File: src/rtl/conv_job_sequencer.sv
// conv_job_sequencer
//   Queues convolution jobs for a single XNOR convolution engine and runs
//   them one at a time. A job is launched with a one-cycle run pulse. While
//   it is active, the engine's zero-based SRAM/WMEM addresses are relocated
//   by that job's base addresses. Completion is reported on a valid/ready
//   port that carries the tag, a start-failure flag and a saturating count
//   of cycles from launch to busy fall.
//
// Ports
//   clk, reset_b                        clock, async active-low reset
//   job_valid/job_ready                 job push handshake
//   job_in_base/out_base/w_base, job_id per-job bases and tag
//   done_valid/done_ready               completion handshake
//   done_id, done_err, done_cycles      completion report (held until taken)
//   acc_run, acc_busy                   engine launch pulse / busy status
//   acc_rd/wr/w_addr, acc_we            engine-side addresses and write enable
//   sram_rd/wr_addr, wmem_rd_addr       relocated addresses
//   sram_we                             write enable, gated to active states
//   idle                                FIFO empty and sequencer idle
//   jobs_done                           completed-job counter (wraps)
module conv_job_sequencer #(
    parameter int ADDR_W   = 12,
    parameter int DEPTH    = 4,
    parameter int ID_W     = 4,
    parameter int START_TO = 8
) (
    input  logic              clk,
    input  logic              reset_b,
    input  logic              job_valid,
    output logic              job_ready,
    input  logic [ADDR_W-1:0] job_in_base,
    input  logic [ADDR_W-1:0] job_out_base,
    input  logic [ADDR_W-1:0] job_w_base,
    input  logic [ID_W-1:0]   job_id,
    output logic              done_valid,
    input  logic              done_ready,
    output logic [ID_W-1:0]   done_id,
    output logic              done_err,
    output logic [15:0]       done_cycles,
    output logic              acc_run,
    input  logic              acc_busy,
    input  logic [ADDR_W-1:0] acc_rd_addr,
    input  logic [ADDR_W-1:0] acc_wr_addr,
    input  logic [ADDR_W-1:0] acc_w_addr,
    input  logic              acc_we,
    output logic [ADDR_W-1:0] sram_rd_addr,
    output logic [ADDR_W-1:0] sram_wr_addr,
    output logic [ADDR_W-1:0] wmem_rd_addr,
    output logic              sram_we,
    output logic              idle,
    output logic [15:0]       jobs_done
);
    localparam int PTR_W = $clog2(DEPTH);
    localparam int TO_W  = $clog2(START_TO + 1);

    // One-hot so every status output decodes from a single state flop.
    typedef enum logic [4:0] {
        S_IDLE      = 5'b00001,
        S_LAUNCH    = 5'b00010,
        S_WAIT_BUSY = 5'b00100,
        S_RUN       = 5'b01000,
        S_REPORT    = 5'b10000
    } state_t;

    state_t state;

    logic [ADDR_W-1:0] fifo_in  [DEPTH];
    logic [ADDR_W-1:0] fifo_out [DEPTH];
    logic [ADDR_W-1:0] fifo_w   [DEPTH];
    logic [ID_W-1:0]   fifo_id  [DEPTH];
    logic [PTR_W-1:0]  wr_ptr;
    logic [PTR_W-1:0]  rd_ptr;
    logic [PTR_W:0]    count;
    logic              full;
    logic              empty;
    logic              push;
    logic              pop;

    logic [ADDR_W-1:0] act_in_base;
    logic [ADDR_W-1:0] act_out_base;
    logic [ADDR_W-1:0] act_w_base;
    logic [ID_W-1:0]   act_id;
    logic [TO_W-1:0]   wait_cnt;
    logic [15:0]       cycles;
    logic [15:0]       cycles_inc;

    assign full      = (count == (PTR_W + 1)'(DEPTH));
    assign empty     = (count == '0);
    assign job_ready = ~full;
    assign push      = job_valid & ~full;
    assign pop       = (state == S_IDLE) & ~empty;

    always_ff @(posedge clk) begin
        if (push) begin
            fifo_in[wr_ptr]  <= job_in_base;
            fifo_out[wr_ptr] <= job_out_base;
            fifo_w[wr_ptr]   <= job_w_base;
            fifo_id[wr_ptr]  <= job_id;
        end
    end

    // Pointers are exactly PTR_W bits wide, so they wrap at DEPTH naturally.
    always_ff @(posedge clk or negedge reset_b) begin
        if (!reset_b) begin
            wr_ptr <= '0;
            rd_ptr <= '0;
            count  <= '0;
        end else begin
            if (push) wr_ptr <= wr_ptr + 1'b1;
            if (pop)  rd_ptr <= rd_ptr + 1'b1;
            case ({push, pop})
                2'b10:   count <= count + 1'b1;
                2'b01:   count <= count - 1'b1;
                default: count <= count;
            endcase
        end
    end

    assign cycles_inc = (cycles == 16'hFFFF) ? cycles : cycles + 16'd1;

    always_ff @(posedge clk or negedge reset_b) begin
        if (!reset_b) begin
            state        <= S_IDLE;
            act_in_base  <= '0;
            act_out_base <= '0;
            act_w_base   <= '0;
            act_id       <= '0;
            done_err     <= 1'b0;
            wait_cnt     <= '0;
            cycles       <= '0;
            jobs_done    <= '0;
        end else begin
            case (state)
                S_IDLE: begin
                    if (!empty) begin
                        state        <= S_LAUNCH;
                        act_in_base  <= fifo_in[rd_ptr];
                        act_out_base <= fifo_out[rd_ptr];
                        act_w_base   <= fifo_w[rd_ptr];
                        act_id       <= fifo_id[rd_ptr];
                        done_err     <= 1'b0;
                        wait_cnt     <= '0;
                        cycles       <= '0;
                    end
                end
                S_LAUNCH: begin
                    state  <= S_WAIT_BUSY;
                    cycles <= cycles_inc;
                end
                S_WAIT_BUSY: begin
                    cycles <= cycles_inc;
                    if (acc_busy) begin
                        state <= S_RUN;
                    end else if (wait_cnt == TO_W'(START_TO - 1)) begin
                        state    <= S_REPORT;
                        done_err <= 1'b1;
                    end else begin
                        wait_cnt <= wait_cnt + 1'b1;
                    end
                end
                S_RUN: begin
                    cycles <= cycles_inc;
                    if (!acc_busy) state <= S_REPORT;
                end
                S_REPORT: begin
                    if (done_ready) begin
                        state     <= S_IDLE;
                        jobs_done <= jobs_done + 16'd1;
                    end
                end
                default: state <= S_IDLE;
            endcase
        end
    end

    assign acc_run     = (state == S_LAUNCH);
    assign done_valid  = (state == S_REPORT);
    assign idle        = (state == S_IDLE) & empty;
    assign done_id     = act_id;
    assign done_cycles = cycles;

    assign sram_rd_addr = acc_rd_addr + act_in_base;
    assign sram_wr_addr = acc_wr_addr + act_out_base;
    assign wmem_rd_addr = acc_w_addr + act_w_base;
    assign sram_we      = acc_we & ((state == S_WAIT_BUSY) | (state == S_RUN));

endmodule

File: config.mk
export PLATFORM = sky130hd
export DESIGN_NAME = conv_job_sequencer
export DESIGN_NICKNAME = d
export VERILOG_FILES = /design/src/rtl/conv_job_sequencer.sv
export SDC_FILE = /design/constraint.sdc
export NUM_CORES = 1
export LEC_CHECK = 0
export CAP_MARGIN = 40
export CORE_MARGIN = 3
export CORE_UTILIZATION = 40
export CTS_CLUSTER_DIAMETER = 200
export DETAILED_ROUTE_END_ITERATION = 6
export DONT_BUFFER_PORTS = 1
export PLACE_DENSITY_LB_ADDON = 0.05
export SYNTH_ARGS = -nofsm -noshare
export SYNTH_HDL_FRONTEND = slang
export SYNTH_SLANG_ARGS = --single-unit
File: constraint.sdc
create_clock -name clk -period 3 [get_ports clk]
set_input_delay 0.6 -clock clk [delete_from_list [all_inputs] [get_ports clk]]
set_output_delay 0.6 -clock clk [all_outputs]
set_load 0.005 [all_outputs]
Word-level counts from Yosys, hierarchy flattened
Memory sizes are Yosys's and may differ from the RTL's. A register that Yosys moved wholly into a read port is not among the register bits.
Cells that the tools add are included.
{"block": "word_totals", "in_bits": 82, "out_inout_bits": 78, "ff_bits": 49, "ramBits": 160, "n_memories": 4, "word_cells": 82}
{"memory": "fifo_in", "depth": 4, "width": 12, "rd": 1, "rd_ports_with_merged_regs": 1, "wr": 1, "line": "67", "text": "logic [ADDR_W-1:0] fifo_in [DEPTH];"}
{"memory": "fifo_out", "depth": 4, "width": 12, "rd": 1, "rd_ports_with_merged_regs": 1, "wr": 1, "line": "68", "text": "logic [ADDR_W-1:0] fifo_out [DEPTH];"}
{"memory": "fifo_w", "depth": 4, "width": 12, "rd": 1, "rd_ports_with_merged_regs": 1, "wr": 1, "line": "69", "text": "logic [ADDR_W-1:0] fifo_w [DEPTH];"}
{"memory": "fifo_id", "depth": 4, "width": 4, "rd": 1, "rd_ports_with_merged_regs": 1, "wr": 1, "line": "70", "text": "logic [ID_W-1:0] fifo_id [DEPTH];"}
{"block": "op_classes", "bitwise_logic": 7, "reduce_logical": 15, "n_mux": 20, "eq_ne": 18, "addsub": 10}
{"operator": "adder 12 bit", "n": 3}
{"operator": "adder 16 x 1 -> 16 bit, second input constant", "n": 2}
{"operator": "two-way mux 16 bit", "n": 2}
{"operator": "case mux 16 bit (2 select lines)", "n": 1}
{"operator": "two-way mux 5 bit", "n": 5}
{"operator": "case mux 5 bit (5 select lines)", "n": 1}
{"operator": "equality test 16 bit, second input constant", "n": 1}
{"operator": "two-way mux 4 bit", "n": 3}
{"operator": "inequality test 2 bit, second input constant", "n": 6}
{"operator": "AND reduction 4 bit", "n": 3}
{"operator": "case mux 4 bit (2 select lines)", "n": 1}
{"operator": "case mux 3 bit (2 select lines)", "n": 1}
{"operator": "nonzero test 2 bit", "n": 3}
{"operator": "equality test 5 x 1 -> 1 bit, second input constant", "n": 1}
{"operator": "equality test 5 x 2 -> 1 bit, second input constant", "n": 1}
{"operator": "equality test 5 x 3 -> 1 bit, second input constant", "n": 1}
{"operator": "equality test 5 x 4 -> 1 bit, second input constant", "n": 1}
{"operator": "equality test 5 bit, second input constant", "n": 1}
{"operator": "two-way mux 1 bit", "n": 5}
{"operator": "adder 2 x 1 -> 2 bit, second input constant", "n": 2}
{"operator": "adder 4 x 1 -> 4 bit, second input constant", "n": 1}
{"operator": "AND 1 bit", "n": 4}
{"operator": "equality test 4 x 3 -> 1 bit, second input constant", "n": 1}
{"operator": "logical NOT 1 bit", "n": 4}
{"operator": "other kinds (14)", "n": 16}

Longest topological paths before layout
{"block": "depth", "word_depth": 5, "depth_mapped": 11, "mapped_depth_nobuf": 10}

Worst setup path after synthesis
OpenSTA, ideal clock, no wires.
{"block": "synth_timing", "path_type": "in2out", "startpoint": "input acc_w_addr[0]", "endpoint": "output wmem_rd_addr[10]", "n_path_buf": 0, "required_time_ns": 2.400, "setup_slack_ns": 0.130, "stages": 8, "arrival_time_ns": 2.270, "path_cell_list": "ha_1 fa_1 a21o_1 a21oi_1 o211ai_1 a41o_1 a21oi_1 xnor2_1"}
{"block": "synth_between", "elab_chain_cells": 1}
{"element": "start: declaration", "line": "44", "text": "input logic [ADDR_W-1:0] acc_w_addr,"}
{"element": "adder 12 bit", "line": "184", "text": "assign wmem_rd_addr = acc_w_addr + act_w_base;"}
{"element": "end: declaration", "line": "48", "text": "output logic [ADDR_W-1:0] wmem_rd_addr,"}
No other way between the ends.

Final worst setup path
{"block": "layout_timing", "startpoint": "register act_in_base[0], read port of fifo_in", "endpoint": "output sram_rd_addr[8]"}
{"block": "layout_between", "elab_chain_cells": 1}
{"element": "start: declaration", "line": "79", "text": "logic [ADDR_W-1:0] act_in_base;"}
{"element": "adder 12 bit", "line": "182", "text": "assign sram_rd_addr = acc_rd_addr + act_in_base;"}
{"element": "end: declaration", "line": "46", "text": "output logic [ADDR_W-1:0] sram_rd_addr,"}
No other way between the ends.

==> impl_metrics.csv <==
group,metric,value,unit
finish,fin_util,47.7,%
timing,hold_viol_final,0,
timing,setup_ws,-0.109,ns
place,place_congestion,0.841,
yosys,syn_area_per_cell,13.6,um^2
setup_path,critical_path_required,2.40,ns
yosys,ys_seq_elements,249,
finish,syn_to_final_growth,16.5,%
yosys,yosys.area_share.simple,10.6,%
power_and_ir_drop,switchingPower,0.00475,W
place,dpl_cell_area,0.0117,mm^2
power_and_ir_drop,leakage,5.05,nW
timing,setup_viol,5,
timing,relSlewSlack,44.5,%
min_path,hp-class,"primary input to register",
clock_network,cts.clk_slew.worst_paths,0.06,ns
clock_network,clkLatencyLatePin,0.53,ns
routing,drt_iter0_markers,336,
setup_path,critPathArrivalTime,2.51,ns
timing,tightest_slew,0.826,ns
place,hpwl,16700,um
yosys,synth_top_family_by_area,"simple AND/OR/NAND/NOR gates",
clock_network,ctsLongestPathBuffers,3,
floorplan,io_pins,160,
finish,multi_input_area,0.00415,mm^2
timing,period_share,104,%
finish,antenna_cells,0,
setup_path,cpPeakStageDelay,0.41,ns
clock_network,htreeDepth,1,
place,post-place-ws,-0.106,ns
routing,drc,0,
setup_path,crit_family,"compound AO/OA/AOI/OAI gates",
yosys,yosys_warnings,0,
power_and_ir_drop,power-per-cell-area,1040,mW/mm^2
timing,period_needed,3.11,ns
global_route,globalRouteTotalUtil,17.0,%
yosys,synth_mux_area_share,8.36,%
power_and_ir_drop,pwr-share-comb,37.6,%
yosys,synth-compound-area-share,6.42,%
finish,drive_gt1_share,18.9,%
floorplan,die_y,173,um
finish,seq_area,0.00704,mm^2
power_and_ir_drop,ir_drop,0.440,mV
run_status,failed_checks,"setup timing",
run,cap_violations,0,
setup_path,critPathKind,"register to output port",
setup_path,cp_slowest_cell,"dfrtp_1",
min_path,min_from,"job_w_base[6]",
yosys,synth_area_leader_cell,"edfxtp_1",
routing,vias,6640,
clock_network,cts_tree,"done",
yosys,synthesis.nets,945,
yosys,synth_xor_area_share,4.33,%
global_route,grt_max_degree,90,
power_and_ir_drop,pwr-share-seq,37.6,%
global_route,grt_pass1_vias,7168,
setup_path,crit_start,"act_in_base[0]",
yosys,ys.flop_type,"edfxtp_1",
yosys,synth_top_cells_by_area,"edfxtp_1 (43%), dfrtp_1 (20%), mux4_2 (8.1%), nand2_1 (5.3%), ha_1 (4.6%)",
floorplan,initial_core_util,41.0,%
setup_path,cp-end-kind,"output port",
finish,finish.net_count,982,
yosys,ys_seq_area_share,63.2,%
routing,routed_wl,25700,um
global_route,gr-total-overflow,0,
setup_path,reg2reg_from,"count[0]",
yosys,ys_types,60,
setup_path,reg2reg_slack,0.71,ns
power_and_ir_drop,p_sw_share,35.1,%
timing,rsz0062_at_grt,"yes",
timing,slew_violations,0,
routing,post_drt_wl_per_cell,20.6,um
yosys,syn_inst,818,
power_and_ir_drop,clkPwrFrac,24.7,%
routing,vias_per_cell,5.32,
routing,first_pass_iters,5,
floorplan,die_width,173,um
setup_path,critPathBufInv,1,
yosys,synth_fa_ha_area_share,5.33,%
finish,n_fill_cell,2412,
timing,whs,0.160,ns
yosys,netlist.area_leader.share,43.2,%
routing,ant_nets,0,
yosys,yosysMostFrequentCell,"edfxtp_1",
clock_network,cts_root_buffer,"clkbuf_16",
power_and_ir_drop,intPower,0.00877,W
place,port_buffers,0,
yosys,synth_edf_count,160,
yosys,synthTopCellsByCount,"edfxtp_1 (160), nand2_1 (158), dfrtp_1 (88)",
finish,design_area,0.0130,mm^2
timing,worst_clock_skew,0.0169,ns
floorplan,coreArea,0.0272,mm^2
clock_network,cts_buffers,28,
setup_path,worst-path-max-fanout,3,
run_status,status,"finished with violations",
timing,fmax,322,MHz
setup_path,crit_path_start_kind,"register",
floorplan,rows,60,
yosys,async_flop_share,35.7,%
yosys,syn_area,0.0111,mm^2
floorplan,die_area,0.0299,mm^2
global_route,antenna_found_initial,1,
setup_path,worstPathCellList,"ha_4 > fa_2 > a21o_1 > a21oi_2 > buf_6 > o21ai_4 > o41ai_2 > xnor2_1",
global_route,grt_pass1_wl,40400,um
clock_network,clkSinkCount,249,
power by group through the flow:
stage                     logic, W  clock network, W  registers [W]
after detailed placement   0.00472                 0        0.00516
after CTS                  0.00496           0.00344        0.00510
final                      0.00509           0.00334        0.00509
after floorplan            0.00357                 0        0.00485
after global routing       0.00569           0.00358        0.00519
after global placement     0.00464                 0        0.00513
through the flow:
step                      instances  power [W]  setup TNS, ns
after CTS                      1242     0.0135         -0.701
after floorplan                 818    0.00842              0
after detailed placement       1185    0.00988         -0.197
after global placement         1185    0.00976         -0.130
after global routing           1248     0.0145          -1.40
final                          1248     0.0135         -0.327
cell type report:
| class | instances | area share, % |
|---|---|---|
| sequential | 249 | 54.3 |
| tap | 372 | 3.59 |
| inverter | 24 | 0.695 |
| clock inverter | 13 | 0.859 |
| multi-input combinational | 521 | 32.0 |
| clock buffer | 38 | 6.17 |
| timing repair buffer | 31 | 2.44 |
cell families after synthesis:
group / after synthesis
AOI/OAI and AO/OA: 116
muxes: 43
DFF: 249
buffers and inverters: 48
and+or+nand+nor: 262
xor gates and xnor gates: 55
adders and majority gates: 45
worst paths after layout:
path / endpoint / depth (start not counted)
setup / recovery: sram_rd_addr[8] / 8
max in group asynchronous: rd_ptr[1] / 2
hold / removal: fifo_w[1][6] / 0
hold reg to reg: act_in_base[8] / 2
min in group asynchronous: done_cycles[10] / 2
setup reg to reg: count[2] / 10
what timing repair did:
item                                   4_1_cts  5_1_grt
buffers inserted                             4        6
setup endpoints to repair                   15       16
gates resized for setup                     28       27
pin swaps                                   19       15
endpoints found under the hold margin       89        0
hold buffers                                 2        0
layout by cell type, fill, tap and decap left out, types with 5 or more instances in the layout:
| master | Yosys | layout |
|---|---|---|
| xor2_1 | 18 | 16 |
| a21o_1 | 11 | 11 |
| nor3_1 | 10 | 10 |
| ha_4 | 0 | 5 |
| mux4_2 | 40 | 40 |
| and3_2 | 1 | 5 |
| o21ai_1 | 0 | 5 |
| clkinv_1 | 0 | 5 |
| dfrtp_1 | 88 | 85 |
| nand3_1 | 19 | 19 |
| a21oi_1 | 29 | 22 |
| o21ai_0 | 38 | 29 |
| nand2_1 | 158 | 158 |
| a31oi_1 | 8 | 6 |
| clkbuf_16 | 0 | 29 |
| edfxtp_1 | 160 | 160 |
| clkinv_2 | 0 | 5 |
| ha_1 | 41 | 36 |
| inv_1 | 24 | 22 |
| clkbuf_1 | 12 | 5 |
| nor2_1 | 31 | 30 |
| a21oi_2 | 1 | 7 |
| xnor2_1 | 37 | 34 |
| buf_4 | 1 | 22 |
state kept, by name (all words and copies together) (netlist names), 5 cells and up:
signal,count
fifo_in,48
fifo_out,48
fifo_w,48
done_cycles,16
fifo_id,16
jobs_done,16
act_in_base,12
act_out_base,12
act_w_base,12
state,5
layer usage:
metal / part of all wire [%] / track usage [%] / routed length, um / vias to the layer above
met1: 40 / 20.0 / 10200 / 3371
met3: 6.6 / 5.42 / 1690 / 37
met5: 0.051 / 0 / 13 / -
met4: 1.8 / 3.72 / 454 / 2
met2: 52 / 30.6 / 13300 / 156
li1: - / - / - / 3074
worst reg2reg max path, cell delays in order, from the launching register on:
cell	delay [ns]
dfrtp_1	0.41
inv_1	0.11
nand3_1	0.23
and2_1	0.30
inv_1	0.07
ha_1	0.18
inv_1	0.07
fa_1	0.38
xor2_1	0.17
nor2_1	0.12
xor2_1	0.18
No activity file was read; power rests on OpenSTA's default activity.
